**src/rtl/wisc_mem_pkg.sv**
```systemverilog
// Shared types and default widths for the unified-memory arbiter.
package wisc_mem_pkg;

  localparam int ADDR_W_DEF = 16;
  localparam int DATA_W_DEF = 16;

  typedef enum logic [1:0] {
    IDLE,
    ISSUE,
    WAIT,
    RESP
  } arb_state_t;

  typedef enum logic {
    OWN_IF,
    OWN_DM
  } owner_t;

endpackage

```
**src/rtl/mem_arbiter.sv**
```systemverilog
// Arbitrates the single-ported unified memory between Fetch and the Memory stage,
// sequencing one fixed-latency access at a time and pulsing the owner's valid.
module mem_arbiter
  import wisc_mem_pkg::*;
#(
  parameter int MEM_LAT = 4,
  parameter int ADDR_W  = ADDR_W_DEF,
  parameter int DATA_W  = DATA_W_DEF
) (
  input  logic              clk,
  input  logic              rst,
  input  logic              if_req,
  input  logic [ADDR_W-1:0] if_addr,
  output logic [DATA_W-1:0] if_rdata,
  output logic              if_valid,
  input  logic              dm_req,
  input  logic              dm_wr,
  input  logic [ADDR_W-1:0] dm_addr,
  input  logic [DATA_W-1:0] dm_wdata,
  output logic [DATA_W-1:0] dm_rdata,
  output logic              dm_valid,
  output logic              mem_en,
  output logic              mem_wr,
  output logic [ADDR_W-1:0] mem_addr,
  output logic [DATA_W-1:0] mem_wdata,
  input  logic [DATA_W-1:0] mem_rdata,
  output logic              stall_if,
  output logic              stall_mem
);

  localparam logic [3:0] LAT = 4'(MEM_LAT);

  arb_state_t        state_q, state_d;
  owner_t            owner_q, owner_d;
  logic [3:0]        cnt_q, cnt_d;
  logic              mem_en_q, mem_en_d;
  logic              mem_wr_q, mem_wr_d;
  logic [ADDR_W-1:0] mem_addr_q, mem_addr_d;
  logic [DATA_W-1:0] mem_wdata_q, mem_wdata_d;
  logic [DATA_W-1:0] if_rdata_q, if_rdata_d;
  logic [DATA_W-1:0] dm_rdata_q, dm_rdata_d;
  logic              if_valid_q, if_valid_d;
  logic              dm_valid_q, dm_valid_d;

  always_comb begin
    // NOTE: every _d defaults to hold (or to 0 for pulses) before the case so no path infers a latch.
    state_d     = state_q;
    owner_d     = owner_q;
    cnt_d       = cnt_q;
    mem_en_d    = 1'b0;
    mem_wr_d    = mem_wr_q;
    mem_addr_d  = mem_addr_q;
    mem_wdata_d = mem_wdata_q;
    if_rdata_d  = if_rdata_q;
    dm_rdata_d  = dm_rdata_q;
    if_valid_d  = 1'b0;
    dm_valid_d  = 1'b0;

    unique case (state_q)
      IDLE: begin
        // Data wins: the Memory stage holds the older instruction.
        if (dm_req) begin
          owner_d     = OWN_DM;
          mem_wr_d    = dm_wr;
          mem_addr_d  = dm_addr;
          mem_wdata_d = dm_wdata;
          mem_en_d    = 1'b1;
          state_d     = ISSUE;
        end else if (if_req) begin
          owner_d    = OWN_IF;
          mem_wr_d   = 1'b0;
          mem_addr_d = if_addr;
          mem_en_d   = 1'b1;
          state_d    = ISSUE;
        end
      end
      ISSUE: begin
        cnt_d   = LAT;
        state_d = WAIT;
      end
      WAIT: begin
        cnt_d = cnt_q - 4'd1;
        if (cnt_q == 4'd1) begin
          if (owner_q == OWN_DM) begin
            dm_valid_d = 1'b1;
            if (!mem_wr_q) dm_rdata_d = mem_rdata;
          end else begin
            if_valid_d = 1'b1;
            if_rdata_d = mem_rdata;
          end
          state_d = RESP;
        end
      end
      RESP:    state_d = IDLE;
      default: state_d = IDLE;
    endcase
  end

  // NOTE: sequential state uses non-blocking assignments only; the comb block above uses blocking.
  always_ff @(posedge clk or posedge rst) begin
    if (rst) begin
      state_q     <= IDLE;
      owner_q     <= OWN_IF;
      cnt_q       <= 4'd0;
      mem_en_q    <= 1'b0;
      mem_wr_q    <= 1'b0;
      mem_addr_q  <= '0;
      mem_wdata_q <= '0;
      if_rdata_q  <= '0;
      dm_rdata_q  <= '0;
      if_valid_q  <= 1'b0;
      dm_valid_q  <= 1'b0;
    end else begin
      state_q     <= state_d;
      owner_q     <= owner_d;
      cnt_q       <= cnt_d;
      mem_en_q    <= mem_en_d;
      mem_wr_q    <= mem_wr_d;
      mem_addr_q  <= mem_addr_d;
      mem_wdata_q <= mem_wdata_d;
      if_rdata_q  <= if_rdata_d;
      dm_rdata_q  <= dm_rdata_d;
      if_valid_q  <= if_valid_d;
      dm_valid_q  <= dm_valid_d;
    end
  end

  assign mem_en    = mem_en_q;
  assign mem_wr    = mem_wr_q;
  assign mem_addr  = mem_addr_q;
  assign mem_wdata = mem_wdata_q;
  assign if_rdata  = if_rdata_q;
  assign dm_rdata  = dm_rdata_q;
  assign if_valid  = if_valid_q;
  assign dm_valid  = dm_valid_q;
  assign stall_if  = if_req & ~if_valid_q;
  assign stall_mem = dm_req & ~dm_valid_q;

endmodule
```
**config.mk**
```make
export PLATFORM = sky130hd
export DESIGN_NAME = mem_arbiter
export DESIGN_NICKNAME = d
export VERILOG_FILES = /design/src/rtl/wisc_mem_pkg.sv /design/src/rtl/mem_arbiter.sv
export SDC_FILE = /design/constraint.sdc
export NUM_CORES = 1
export LEC_CHECK = 0
export CORE_MARGIN = 1
export CORE_UTILIZATION = 40
export DETAILED_ROUTE_END_ITERATION = 8
export HOLD_SLACK_MARGIN = 0.05
export PLACE_DENSITY = 0.77
export SLEW_MARGIN = 10
export SYNTH_ARGS = -nofsm -noshare
export SYNTH_HDL_FRONTEND = slang
export SYNTH_SLANG_ARGS = --single-unit
```
**constraint.sdc**
```tcl
create_clock -name clk -period 2.96 [get_ports clk]
set_clock_uncertainty 0.15 [all_clocks]
set_input_delay 0.444 -clock clk [delete_from_list [all_inputs] [get_ports clk]]
set_output_delay 0.444 -clock clk [all_outputs]
set_load 0.01 [all_outputs]
```
# After elaboration in Yosys (flattened, before gate mapping)
# Index checks and enable logic that the tools add are counted.
# word_totals
reg_bits	75
elab_cells	51
output_inout_bits	70
inputBits	69
# op_classes
bitwise_logic	6
n_mux	19
reduce_logical	8
addsub	1
n_eq_ne	6
# ops
op	n
16-bit 2-to-1 mux	2
1-bit 2-to-1 mux	12
2-bit case mux with 4 select lines	1
4-bit case mux with 2 select lines	1
2-bit 2-to-1 mux	3
2-bit AND reduction	3
2-bit == test (second input constant)	2
4-bit by 1-bit == test with 1-bit output (second input constant)	1
1-bit inverter	4
4-bit AND reduction	1
2-bit nonzero test	2
4-bit by 1-bit subtractor with 4-bit output (second input constant)	1
3-bit inequality test (second input constant)	1
3-bit AND reduction	1
1-bit bitwise AND	2
2-bit by 1-bit == test with 1-bit output (second input constant)	1
2-bit logical NOT	1
2-bit inequality test (second input constant)	1

# Depth between registers and ports, before layout
# logic_depth
ltp_word	3
depth_mapped	7
depth_no_buf	5

# Worst setup path after synthesis
# No wires, ideal clock.
# synth_timing
kind	reg-to-reg
from	reg cnt_q[1]
to	reg if_rdata_q[0] (netlist: if_rdata[0])
t_required_ns	2.685
setup_time_ns	0.125
synth_period_minus_slack_ns	2.156
slack_ns	0.804
arrival_ns	1.881
path_buffers	1
path_stages_with_launch	7
path_cell_list	dfrtp_1 -> inv_1 -> ha_1 -> or3b_4 -> nor3_2 -> buf_4 -> mux2_2
# synth_between
elab_chain_len	2
# synth_rtl
element	line_no	rtl
from (decl)	mem_arbiter.sv:35	logic [3:0] cnt_q, cnt_d;
from (signal assigned)	mem_arbiter.sv:116	cnt_q <= cnt_d;
4-bit by 1-bit == test with 1-bit output	mem_arbiter.sv:83	if (cnt_q == 4'd1) begin
3-bit AND reduction (no source line)	n/a	
to (signal assigned)	mem_arbiter.sv:121	if_rdata_q <= if_rdata_d;
to (decl)	mem_arbiter.sv:40	logic [DATA_W-1:0] if_rdata_q, if_rdata_d;
# No other way between the ends.
# A chain may end at the register's enable or synchronous reset.

# Worst setup path in the final report
# layout_timing
from	reg cnt_q[1]
to	reg dm_rdata_q[2] (netlist: dm_rdata[2])
# layout_between
elab_chain_len	2
# layout_rtl
element	line_no	rtl
4-bit by 1-bit == test with 1-bit output	mem_arbiter.sv:83	
4-bit AND reduction (no source line)	n/a	
to (signal assigned)	mem_arbiter.sv:122	dm_rdata_q <= dm_rdata_d;
to (decl)	mem_arbiter.sv:41	logic [DATA_W-1:0] dm_rdata_q, dm_rdata_d;
# No other way between the ends.

==> metrics.md <==
| Metric | Value |
|---|---|
| P per Cell Area | `991.9 nW/um^2` |
| Combined area of all synthesized cells | `3082 sq um` |
| Horiz. Die Dim | `89.78 um` |
| Height of the die | `89.78 um` |
| Library cell contributing the largest single delay on the critical path | `or3_1` |
| Post-CTS Setup Bufs | `0` |
| Largest stage delay on the critical path | `0.74 ns` |
| Hold path startpoint | `mem_addr[0]$_DFFE_PP0P_` |
| Register-to-Register Setup Slack | `0.49 ns` |
| Adder and majority cell fraction of the synthesized area | `2.030%` |
| Share of the cycle needed by the critical path after routing | `83.55%` |
| Via count | `2,215` |
| Effective utilization at floorplan | `42.04%` |
| Congestion Overflow GR | `0` |
| RSZ-0062 raised after global routing | `no` |
| Buf/Inv on CP | `1` |
| Worst ir drop on vdd | `0.4737 mV` |
| Standard cell core area | `7331 sq um` |
| Count of endpoints failing hold in the final timing report | `0` |
| Run status | `finished, final reports clean` |
| CTS Root Cell | `clkbuf_8` |
| Synthesized netlist net count | `293` |
| Clock slew seen by the registers of the worst setup and hold paths | `0.07 ns` |
| # hold bufs at CTS | `0` |
| Maxcap violations | `0` |
| Worst path arrival time | `2.54 ns` |
| Hold Path Sink | `mem_addr[0]$_DFFE_PP0P_` |
| Antenna violations before repair | `0` |
| Unique cell type count in the Yosys netlist | `28` |
| Sum of net half-perimeters after detailed placement | `5097 um` |
| Worst-path cell chain | `inv_1 > ha_1 > or3b_4 > or3_1 > mux2_4` |
| R2R depth | `5` |
| IO Count | `139` |
| Placed inst area | `4584 sq um` |
| Relative slew slack | `39.50%` |
| Number of sinks handled by clock tree synthesis | `75` |
| Start-to-end type of the worst setup path | `flop to flop` |
| Final RePlAce weighted congestion | `0.7773` |
| Worst min path class | `flop to flop` |
| Xor/xnor share of the synthesized area | `0%` |
| Sort of element at the start of the critical path | `flop` |
| All-Layer GR Usage | `18.18%` |
| Setup TNS | `0 ns` |
| Number of warnings reported in the yosys synthesis log | `0` |
| Vias in the first global route | `2,386` |
| Share of synthesized area spent on multiplexers | `24.64%` |
| Global-route wire length before repair | `11,560 um` |
| Gate family responsible for the most delay along the worst path | `simple AND/OR/NAND/NOR gates` |
| Final Critical Period | `2.473 ns` |
| Highest attainable clock frequency | `404.3 MHz` |
| First-iteration detailed-routing DRC count | `87` |
| Leakage power total | `2.159 nW` |
| Register area share after synthesis | `60.90%` |
| Flops & latches, synth | `75` |
| Worst EP required | `3.02 ns` |
| Layout filler cell count | `556` |
| Routed wirelength normalized by instance count | `14.54 um` |
| Clock Path Buffers | `2` |
| Synth Area in Compound Gates | `4.385%` |
| DRC errors left | `0` |
| Destination of the worst register-to-register timing path | `dm_rdata[2]$_DFFE_PP0P_` |
| Total Die Area | `8060 sq um` |
| Number of cells on the worst hold path | `2` |
| TritonRoute pass-1 iters | `4` |
| Endpoint class of the critical path | `flop` |
| Maximum net fanout on the critical path | `16` |
| Post-synthesis cell count | `219` |
| Beginning of the worst register-to-register path | `cnt_q[1]$_DFFE_PP0P_` |
| Share of post-route cells with drive strength above 1 | `20.27%` |
| Routed wire length | `6817 um` |
| Number of pins exceeding their max-slew limit in the final report | `0` |
| Largest net degree at the start of global routing | `36` |
| Via density | `4.723` |
| Area of all placed cells without fillers | `4826 sq um` |
| Post-route core utilization | `65.83%` |
| Clk Latency, worst-skew pair | `0.33 ns` |
| Final setup violating endpoints | `0` |
| Tightest Pin Transition | `0.9074 ns` |
| TritonCTS clock tree | `done` |
| Mean post-synth cell area | `14.07 sq um` |
| Antenna cells | `0` |
| Combinational family with the most area after synthesis | `multiplexers` |
| Core Rows | `31` |
| Post-synthesis simple-gate area fraction | `5.116%` |
| Port-buffer cells | `138` |
| Residual antenna-violating net count after detailed routing | `0` |
| NumNets Final | `439` |
| Deepest level of the CTS H-tree | `3` |
| Cts repair resizes | `0` |
| Total clock buffers created by CTS | `9` |
| Area growth from synthesis to layout | `56.60%` |
-- worst max-delay path by stage --
stage	to	from	cells after the start
final	dm_rdata[2]$_DFFE_PP0P_	cnt_q[1]$_DFFE_PP0P_	5
after global routing	dm_rdata[2]$_DFFE_PP0P_	cnt_q[1]$_DFFE_PP0P_	5
after CTS	dm_rdata[2]$_DFFE_PP0P_	cnt_q[1]$_DFFE_PP0P_	5
after detailed placement	dm_rdata[9]$_DFFE_PP0P_	cnt_q[1]$_DFFE_PP0P_	5
after global placement	stall_mem	dm_req	3
after floorplan	cnt_q[0]$_DFFE_PP0P_	rst	1
-- Yosys cell counts --
| cell | instances | area, sq um |
|---|---|---|
| or3b_4 | 1 | 11.26 |
| clkbuf_1 | 4 | 15.01 |
| nand2_1 | 22 | 82.58 |
| buf_6 | 1 | 11.26 |
| o311ai_0 | 1 | 8.760 |
| or3_2 | 1 | 7.510 |
| ha_1 | 5 | 62.56 |
| nor3b_1 | 1 | 7.510 |
| o21ai_1 | 1 | 5.000 |
| o22ai_1 | 1 | 6.260 |
| buf_4 | 1 | 7.510 |
| mux2i_1 | 17 | 170.2 |
| inv_1 | 7 | 26.28 |
| nand3_1 | 2 | 10.01 |
| nor2_1 | 1 | 3.750 |
| a21oi_1 | 1 | 5.000 |
| mux2_2 | 39 | 439.2 |
| o21ai_0 | 18 | 90.09 |
| dfrtp_1 | 75 | 1877 |
| nor3_2 | 1 | 10.01 |
| nor2b_1 | 2 | 12.51 |
| buf_2 | 2 | 10.01 |
| o32a_1 | 1 | 10.01 |
| a32o_1 | 1 | 10.01 |
| or3_1 | 1 | 6.260 |
| buf_12 | 1 | 20.02 |
| nand2b_1 | 1 | 6.260 |
| mux2_4 | 10 | 150.1 |
-- final cells by class --
type	count	area, sq um	area share (%)
clock buffers	11	141.4	2.930
repair buffers	144	1439	29.82
flip-flops and latches	75	1877	38.89
inverters	7	26.28	0.5445
multi-input cells	128	1119	23.18
well taps	99	123.9	2.567
clock inverters	5	100.1	2.074
-- through the flow --
stage               setup slack (ns)  hold slack [ns]  total power (W)  cells
floorplan                     0.4560           0.3204         0.002721    219
global placement              0.5445           0.3139         0.003825    453
detailed placement            0.4860           0.3192         0.003894    453
CTS                           0.4803           0.3371         0.004849    469
global route                  0.3996           0.3624         0.005091    469
finish                        0.4869           0.3330         0.004787    469
-- per-layer routing --
| metal | global-route usage (%) | vias to the layer above | part of all wire (%) |
|---|---|---|---|
| met1 | 22.15 | 1066 | 42 |
| li1 | - | 1055 | - |
| met5 | 0 | - | 0 |
| met4 | 9.153 | 0 | 2.6 |
| met2 | 29.74 | 80 | 50 |
| met3 | 4.907 | 14 | 5.5 |
-- cell usage in the layout, fill, tap and decap left out, types with 2 or more instances in the layout --
cell type / instances
buf_4: 5
bufinv_16: 3
clkbuf_8: 10
clkdlybuf4s50_1: 138
clkinv_2: 2
dfrtp_1: 75
ha_1: 5
inv_1: 6
mux2_2: 39
mux2_4: 10
mux2i_1: 17
nand2_1: 22
nand3_1: 2
nor2b_1: 2
o21ai_0: 18
-- worst reg2reg max path, stage by stage, from the launching register on --
cell     delay, ns
dfrtp_1       0.38
inv_1         0.10
ha_1          0.15
or3b_4        0.39
or3_1         0.74
mux2_4        0.44
-- cell families after synthesis --
kind of cell,after synthesis
multiplexers,66
flip-flops,75
AO/OA/AOI/OAI,24
AND/OR/NAND/NOR,33
adder cells (fa/ha/maj),5
buffers and inverters,16
-- flip-flops by register name, summed over array words and instances (netlist names) --
| signal | cells |
|---|---|
| state_q | 2 |
| dm_valid | 1 |
| if_rdata | 16 |
| mem_wdata | 16 |
| if_valid | 1 |
| owner_q | 1 |
| mem_en | 1 |
| mem_wr | 1 |
| cnt_q | 4 |
| dm_rdata | 16 |
| mem_addr | 16 |
-- power by group --
group | total, W | switching (W) | internal [W]
Sequential | 0.00177 | 0.000258 | 0.00151
Clock | 0.000940 | 0.000359 | 0.000581
Combinational | 0.00208 | 0.000791 | 0.00129
Total | 0.00479 | 0.00141 | 0.00338
Power figures use the tool's default switching activity.
